[src/rtl/register_file.sv]
// 8086-style register file: eight 16-bit GPRs, two registered read ports, one write port,
// byte-register addressing and write-first bypass. Optional macro: REGFILE_SP_INIT_EN.
module register_file #(
   parameter logic [15:0] SP_RESET_VALUE = 16'h0000
) (
   input  logic        clk,
   input  logic        reset,
   input  logic        is_8_bit,
   input  logic [2:0]  rd_sel [2],
   output logic [15:0] rd_val [2],
   input  logic [2:0]  wr_sel,
   input  logic [15:0] wr_val,
   input  logic        wr_en,
   output logic [15:0] si,
   output logic [15:0] di,
   output logic [15:0] bp,
   output logic [15:0] bx
);

`ifdef REGFILE_SP_INIT_EN
   localparam logic [15:0] SpInit = SP_RESET_VALUE;
`else
   // SP clears like every other register; the parameter is deliberately masked off.
   localparam logic [15:0] SpInit = SP_RESET_VALUE & 16'h0000;
`endif

   localparam int unsigned SpIdx = 4;

   logic [15:0] regs_q   [8];
   logic [15:0] regs_d   [8];
   logic [15:0] rd_val_q [2];
   logic [15:0] rd_val_d [2];
   logic [2:0]  rd_idx   [2];
   logic [15:0] rd_word  [2];
   logic [2:0]  wr_idx;

   // Byte mode only reaches AX..BX; sel[2] then picks the high byte.
   assign wr_idx = is_8_bit ? {1'b0, wr_sel[1:0]} : wr_sel;

   always_comb begin
      regs_d = regs_q;
      if (wr_en) begin
         if (!is_8_bit) begin
            regs_d[wr_idx] = wr_val;
         end else if (wr_sel[2]) begin
            regs_d[wr_idx][15:8] = wr_val[7:0];
         end else begin
            regs_d[wr_idx][7:0] = wr_val[7:0];
         end
      end
   end

   // Reads sample the post-write array, which gives write-first bypass for free.
   always_comb begin
      for (int i = 0; i < 2; i++) begin
         rd_idx[i]  = is_8_bit ? {1'b0, rd_sel[i][1:0]} : rd_sel[i];
         rd_word[i] = regs_d[rd_idx[i]];
         if (!is_8_bit) begin
            rd_val_d[i] = rd_word[i];
         end else if (rd_sel[i][2]) begin
            rd_val_d[i] = {8'h00, rd_word[i][15:8]};
         end else begin
            rd_val_d[i] = {8'h00, rd_word[i][7:0]};
         end
      end
   end

   always_ff @(posedge clk or negedge reset) begin
      if (!reset) begin
         for (int i = 0; i < 8; i++) begin
            regs_q[i] <= (i == SpIdx) ? SpInit : 16'h0000;
         end
         rd_val_q[0] <= 16'h0000;
         rd_val_q[1] <= 16'h0000;
      end else begin
         regs_q   <= regs_d;
         rd_val_q <= rd_val_d;
      end
   end

   assign rd_val[0] = rd_val_q[0];
   assign rd_val[1] = rd_val_q[1];

   assign bx = regs_q[3];
   assign bp = regs_q[5];
   assign si = regs_q[6];
   assign di = regs_q[7];

endmodule

[config.mk]
export PLATFORM = sky130hd
export DESIGN_NAME = register_file
export DESIGN_NICKNAME = d
export VERILOG_FILES = /design/src/rtl/register_file.sv
export SDC_FILE = /design/constraint.sdc
export NUM_CORES = 1
export LEC_CHECK = 0
export CELL_PAD_IN_SITES_DETAIL_PLACEMENT = 1
export CELL_PAD_IN_SITES_GLOBAL_PLACEMENT = 1
export CORE_ASPECT_RATIO = 1.1
export CORE_MARGIN = 4
export CORE_UTILIZATION = 48
export CTS_BUF_LIST = sky130_fd_sc_hd__clkbuf_16
export CTS_CLUSTER_DIAMETER = 150
export DETAILED_ROUTE_END_ITERATION = 10
export PLACE_DENSITY = 0.87
export SLEW_MARGIN = 10
export SYNTH_ARGS = -nofsm -noshare
export SYNTH_HDL_FRONTEND = slang
export SYNTH_SLANG_ARGS = --single-unit
[constraint.sdc]
create_clock -name clk -period 3.7 [get_ports clk]
set_input_delay 0.74 -clock clk [delete_from_list [all_inputs] [get_ports clk]]
set_output_delay 0.74 -clock clk [all_outputs]
set_load 0.05 [all_outputs]
==> results of run 1 <==
state kept, by name, indices dropped and copies added, names as in the netlist:
| signal | cells |
|---|---|
| rd_val | 32 |
| bp | 16 |
| regs_q | 64 |
| si | 16 |
| bx | 16 |
| di | 16 |
worst max-delay path, stage by stage:
cell and delay [ns]:
clkdlybuf4s50_1 0.72, and2_1 0.36, a22o_1 0.58, a221oi_1 0.20, or4_1 0.68, a211oi_2 0.22
layer usage:
metal  vias to the layer above  global-route usage (%)  share of wire, %
met5                         -                       0                 0
met4                         0                    14.5               4.8
met3                       123                    7.38               8.7
met2                       467                    52.0                50
met1                      3824                    37.1                37
li1                       3076                       -                 -
cell usage in the layout (no fill, tap or decap), types with 17 or more instances in the layout:
cell type	count
nand2_1	27
o221ai_1	25
mux4_2	30
mux2_2	31
buf_4	48
a21oi_1	18
mux2i_1	48
clkbuf_16	17
dfrtp_1	160
o22ai_1	17
a22oi_1	44
clkdlybuf4s50_1	122
o21ai_0	21
inv_1	91
metrics by stage:
stage	power [uW]	hold WS, ns	worst slack, ns	utilization [%]	cells
floorplan	4110	0.444	1.30	-	816
global placement	4720	0.473	0.269	55.4	1106
detailed placement	4800	0.490	0.194	55.4	1106
CTS	6500	0.430	0.612	58.3	1138
global route	6740	0.461	0.499	58.3	1138
finish	6510	0.376	0.537	58.3	1138
final cells by class:
| cell class | instances | area, um^2 |
|---|---|---|
| clock buffer | 17 | 425 |
| clock inverter | 15 | 118 |
| fill | 1924 | 7700 |
| inverter | 92 | 345 |
| multi-input combinational | 437 | 3950 |
| sequential | 160 | 4000 |
| tap | 243 | 304 |
| timing repair buffer | 174 | 1640 |
power groups by stage:
stage / clock (uW) / combinational (uW) / sequential, uW
after floorplan: 0 / 1640 / 2480
after global placement: 0 / 2350 / 2370
after detailed placement: 0 / 2420 / 2380
after CTS: 1680 / 2460 / 2360
after global routing: 1770 / 2580 / 2390
final: 1670 / 2480 / 2360
worst min path at each step:
stage               cells past startpoint          to       start  slack [ns]
floorplan                               0       bp[0]       reset        0.44
CTS                                     1  rd_val[16]       reset        0.43
global route                            1  rd_val[16]       reset        0.46
finish                                  1  rd_val[16]       reset        0.38
detailed placement                      2  regs_q[57]  regs_q[57]        0.49
global placement                        2  regs_q[57]  regs_q[57]        0.47
cells by family after synthesis:
logic type	Yosys count
XOR/XNOR	4
buffers and inverters	219
flip-flops	160
multiplexers	109
AO/OA/AOI/OAI	229
AND/OR/NAND/NOR	95
==> results.tsv, run 1 <==
metric	value	unit
first-pass GRT wire length	49500	um
initial antenna violation count	0	
normalized max-slew margin	32.6	%
status	finished clean	
minimum clock period	3.16	ns
Starting Density	49.1	%
Synth area leader	dfrtp_1	
Syn Nets	845	
ANT cells	0	
Post-Synth Simple-Gate Area	6.89	%
R2R Setup Slk	2.14	ns
ys async rst share	100	%
CP Max Fanout	16	
Adder-Cell Fraction of Synth Area	0	%
most common cell in the synthesized netlist	dfrtp_1	
total net switching power	2610	uW
largest family of logic cells by synthesized area	compound AO/OA/AOI/OAI gates	
area delta synth->final	18.8	%
# IOs	125	
via count	7490	
TNS Setup	0	ns
CTS sink cnt	160	
Synth Area in Compound Gates	19.5	%
WL/cell	28.7	um
global route total overflow	0	
width of the die	139	um
CTS tree	yes	
final instance area	0.0108	mm^2
DRT iter0 DRCs	855	
Reg power frac	36.3	%
IO Port Bufs	124	
post-synthesis cell area	0.00907	mm^2
GRT Util Overall	30.7	%
R2R Path End	rd_val[20]	
area of the core	0.0185	mm^2
synthesis-stage register bit count	160	
worst setup path end	rd_val[23]	
Root Buffer	clkbuf_16	
Clock Path Buffers	2	
Max VDD drop	0.000354	V
Initial DRT Pass Iterations	5	
Clock power frac	25.7	%
Synth top cells by count	dfrtp_1, inv_1, buf_4, mux2i_1, a22oi_1	
Critical Path Start	is_8_bit	
Setup violations, final	0	
Gate Count Post-Synth	816	
Final GP Congestion	0.951	
Synth Warn #	0	
DIE AREA	0.0212	mm^2
Core Rows	52	
Synth top area share	44.1	%
RSZ-0062 raised after global routing	false	
Final Hold Viols	0	
Net Sw Frac	40.1	%
clock skew	0.00635	ns
Post-CTS Setup Repair Bufs	0	
vias in the first global route	7962	
cts hold-fix bufs	0	
CP required	4.05	ns
dominant synthesized flop cell	dfrtp_1	
Synth Area in XOR/XNOR	0.386	%
largest net degree at the start of global routing	92	
CTS Buf Count	17	
final cycle utilization of the critical path	85.5	%
internal power	3900	uW
combinational power share	38.0	%
drt total wl	32600	um
max-slew violations	0	
post-synthesis sequential area ratio	44.1	%
count of cell types in the netlist	57	
Post-DP Area	0.0102	mm^2
Die H	152	um
Clock transition at path regs	0.06	ns
reg2reg path depth	5	
crit path DAT	3.51	ns
endpoint type of the worst setup path	flip-flop	
fmax	0.316	GHz
worst-skew pair later-pin latency	0.44	ns
layout cells sized above 1	19.9	%
post_cts resized	0	
worst hold path class	input pin to async pin	
Max-cap violations	0	
reg2reg start	di[4]	
DRT antenna net count	0	
hpwl dp	22700	um
Leak Pwr	0.00484	uW
Pwr per Cell Area	604	mW/mm^2
htree depth	4	
post-synthesis mux area share	16.6	%
Post-synth EDFFs	0	
crit path kind	input pin to flip-flop	
DR DRC count	0	
Mean Syn Cell Area	11.1	um^2
Net count, final	911	
drt via density	6.58	
ranking of synthesized cells by area	dfrtp_1, mux4_2, buf_4	
critical path launch point type	input pin	
Worst-Margin Slew	1.00	ns
(Power assumes the default switching activity.)
==> inputs of run 2 (changes only) <==
--- a/config.mk
+++ b/config.mk
@@ -5,6 +5,8 @@
 export SDC_FILE = /design/constraint.sdc
 export NUM_CORES = 1
 export LEC_CHECK = 0
+export ABC_CLOCK_PERIOD_IN_PS = 3700
+export CAP_MARGIN = 20
 export CELL_PAD_IN_SITES_DETAIL_PLACEMENT = 1
 export CELL_PAD_IN_SITES_GLOBAL_PLACEMENT = 1
 export CORE_ASPECT_RATIO = 1.1
@@ -13,7 +15,7 @@
 export CTS_BUF_LIST = sky130_fd_sc_hd__clkbuf_16
 export CTS_CLUSTER_DIAMETER = 150
 export DETAILED_ROUTE_END_ITERATION = 10
-export PLACE_DENSITY = 0.87
+export PLACE_DENSITY = 0.91
 export SLEW_MARGIN = 10
 export SYNTH_ARGS = -nofsm -noshare
 export SYNTH_HDL_FRONTEND = slang
==> run 2 against run 1 <==
Net effect: fmax rose by 0.12%; register-to-register slack got worse by 0.13 ns; first-iteration DRC count rose by 25%; wire length rose by 5.0%; sequential cell count did not move.
==> results.tsv, run 2 (same netlist as run 1, synthesis figures left out) <==
metric	value	unit	change
CTS tree	yes		
via count	7823		+4.4%
Final GP Congestion	0.930		-2.2%
htree depth	4		unchanged
met2 routed WL	16600	um	+2.0%
cts hold-fix bufs	0		unchanged
most frequent cells in the layout	dfrtp_1, clkdlybuf4s50_1, inv_1		
Storage cell area	0.00400	mm^2	unchanged
Die H	152	um	unchanged
hold slack	0.337	ns	-0.0382 ns
Clock Path Buffers	2		unchanged
minimum clock period	3.16	ns	-0.00381 ns
IO Port Bufs	124		unchanged
area of the core	0.0185	mm^2	unchanged
width of the die	139	um	unchanged
Fill cells	1960		+1.9%
clock skew	0.0192	ns	+0.0129 ns
uppermost layer routed	met4		
DIE AREA	0.0212	mm^2	unchanged
Clock transition at path regs	0.07	ns	about the same
Max stage delay cell, worst path	clkdlybuf4s50_1		
vias in the first global route	8335		+4.7%
routed wl met3	3200	um	+13%
Largest Register	regs_q		
first-pass GRT wire length	52100	um	+5.2%
R2R Setup Slk	2.01	ns	-0.13 ns
post_cts resized	0		unchanged
critical path launch point type	input pin		
drt via density	6.84		+3.9%
fmax	0.317	GHz	+0.12%
DR DRC count	0		unchanged
WL met1	12500	um	+4.2%
# IOs	125		unchanged
crit path kind	input pin to flip-flop		
initial antenna violation count	0		unchanged
worst-skew pair later-pin latency	0.46	ns	+0.02 ns
GRT Util Overall	32.2	%	+1.5 points
DRT iter0 DRCs	1069		+25%
crit path DAT	3.48	ns	-0.03 ns
Post-CTS Setup Repair Bufs	0		unchanged
RSZ-0062 raised after global routing	false		
Max VDD drop	0.000344	V	-3.0%
largest net degree at the start of global routing	74		-20%
worst hold path class	input pin to async pin		
layout cells sized above 1	20.6	%	+0.76 points
PnR Total Power	6720	uW	+3.3%
Multi-input gate area	0.00395	mm^2	unchanged
normalized max-slew margin	37.0	%	+4.4 points
TNS Setup	0	ns	unchanged
Root Buffer	clkbuf_16		
dpl ws	0.184	ns	-0.0101 ns
CP max stage delay	0.73	ns	about the same
Pwr per Cell Area	617	mW/mm^2	+2.2%
global route total overflow	0		unchanged
final worst setup slack	0.541	ns	+0.00381 ns
endpoint type of the worst setup path	flip-flop		
Max-cap violations	0		unchanged
drt total wl	34200	um	+5.0%
Starting Density	49.1	%	unchanged
Final Hold Viols	0		unchanged
max-slew violations	0		unchanged
Worst-Margin Slew	0.938	ns	-0.0660 ns
max reg flops	64		unchanged
DRT antenna net count	0		unchanged
CP required	4.02	ns	-0.03 ns
CP Max Fanout	10		-6
CTS Buf Count	17		unchanged
Core Rows	52		unchanged
area delta synth->final	20.1	%	
Setup violations, final	0		unchanged
final cycle utilization of the critical path	85.4	%	-0.10 points
Leak Pwr	0.00490	uW	+1.4%
reg2reg path depth	3		-2
CTS sink cnt	160		unchanged
status	finished clean		
Net count, final	919		+0.88%
WL/cell	29.9	um	+4.4%
ANT cells	0		unchanged
hpwl dp	23700	um	+4.4%
commonest non-fill, non-tap cell in the layout	dfrtp_1		
crit path cell chain	clkdlybuf4s50_1, xor2_1, or3_1, a221oi_1, or4_1, o22ai_1		
Initial DRT Pass Iterations	5		unchanged
run 2: cell count changes in the layout (fill, tap and decap cells not counted):
cell,before,now
buf_12,2,3
clkinvlp_4,3,1
clkinv_2,3,1
clkinv_1,5,3
buf_4,48,55
bufinv_16,1,3
inv_6,2,4
run 2: per-layer routing:
layer / vias to the layer above / global-route usage (%)
met4: 0 / 16.7
met2: 582 / 52.9
met5: - / 0
met3: 157 / 7.09
li1: 3096 / -
met1: 3988 / 40.1
run 2: worst paths after layout:
check                              end   startpoint
max                         rd_val[31]     is_8_bit
max reg2reg                 rd_val[31]       bx[15]
min in group clk           regs_q[115]  regs_q[115]
min                        regs_q[114]        reset
min reg2reg                regs_q[115]  regs_q[115]
max in group asynchronous  regs_q[105]        reset
run 2: critical path, delay by kind of cell:
family | cells | cell delay (ns)
and+or+nand+nor | 2 | 1.14
xor gates and xnor gates | 1 | 0.35
AOI/OAI and AO/OA | 2 | 0.52
buffers and inverters | 1 | 0.73
run 2: stage by stage:
stage / util, % / instance area, um^2 / instances
3_3_place_gp: 55.8 / 10300 / 1114
5_1_grt: 59.0 / 10900 / 1144
6_report: 59.0 / 10900 / 1144
2_1_floorplan: - / 9070 / 816
3_5_place_dp: 55.8 / 10300 / 1114
4_1_cts: 59.0 / 10900 / 1144
run 2: final cells by class:
class	instances	area share (%)
Sequential cell	160	36.7
Inverter	92	3.17
Clock inverter	13	1.49
Multi-Input combinational cell	437	36.2
Clock buffer	17	3.90
Tap cell	243	2.79
Timing Repair Buffer	182	15.7
run 2: power by group:
| group | switching, uW | internal, uW | total [uW] |
|---|---|---|---|
| Clock | 779 | 1060 | 1840 |
| Sequential | 259 | 2110 | 2370 |
| Combinational | 1640 | 877 | 2510 |
| Total | 2670 | 4050 | 6720 |
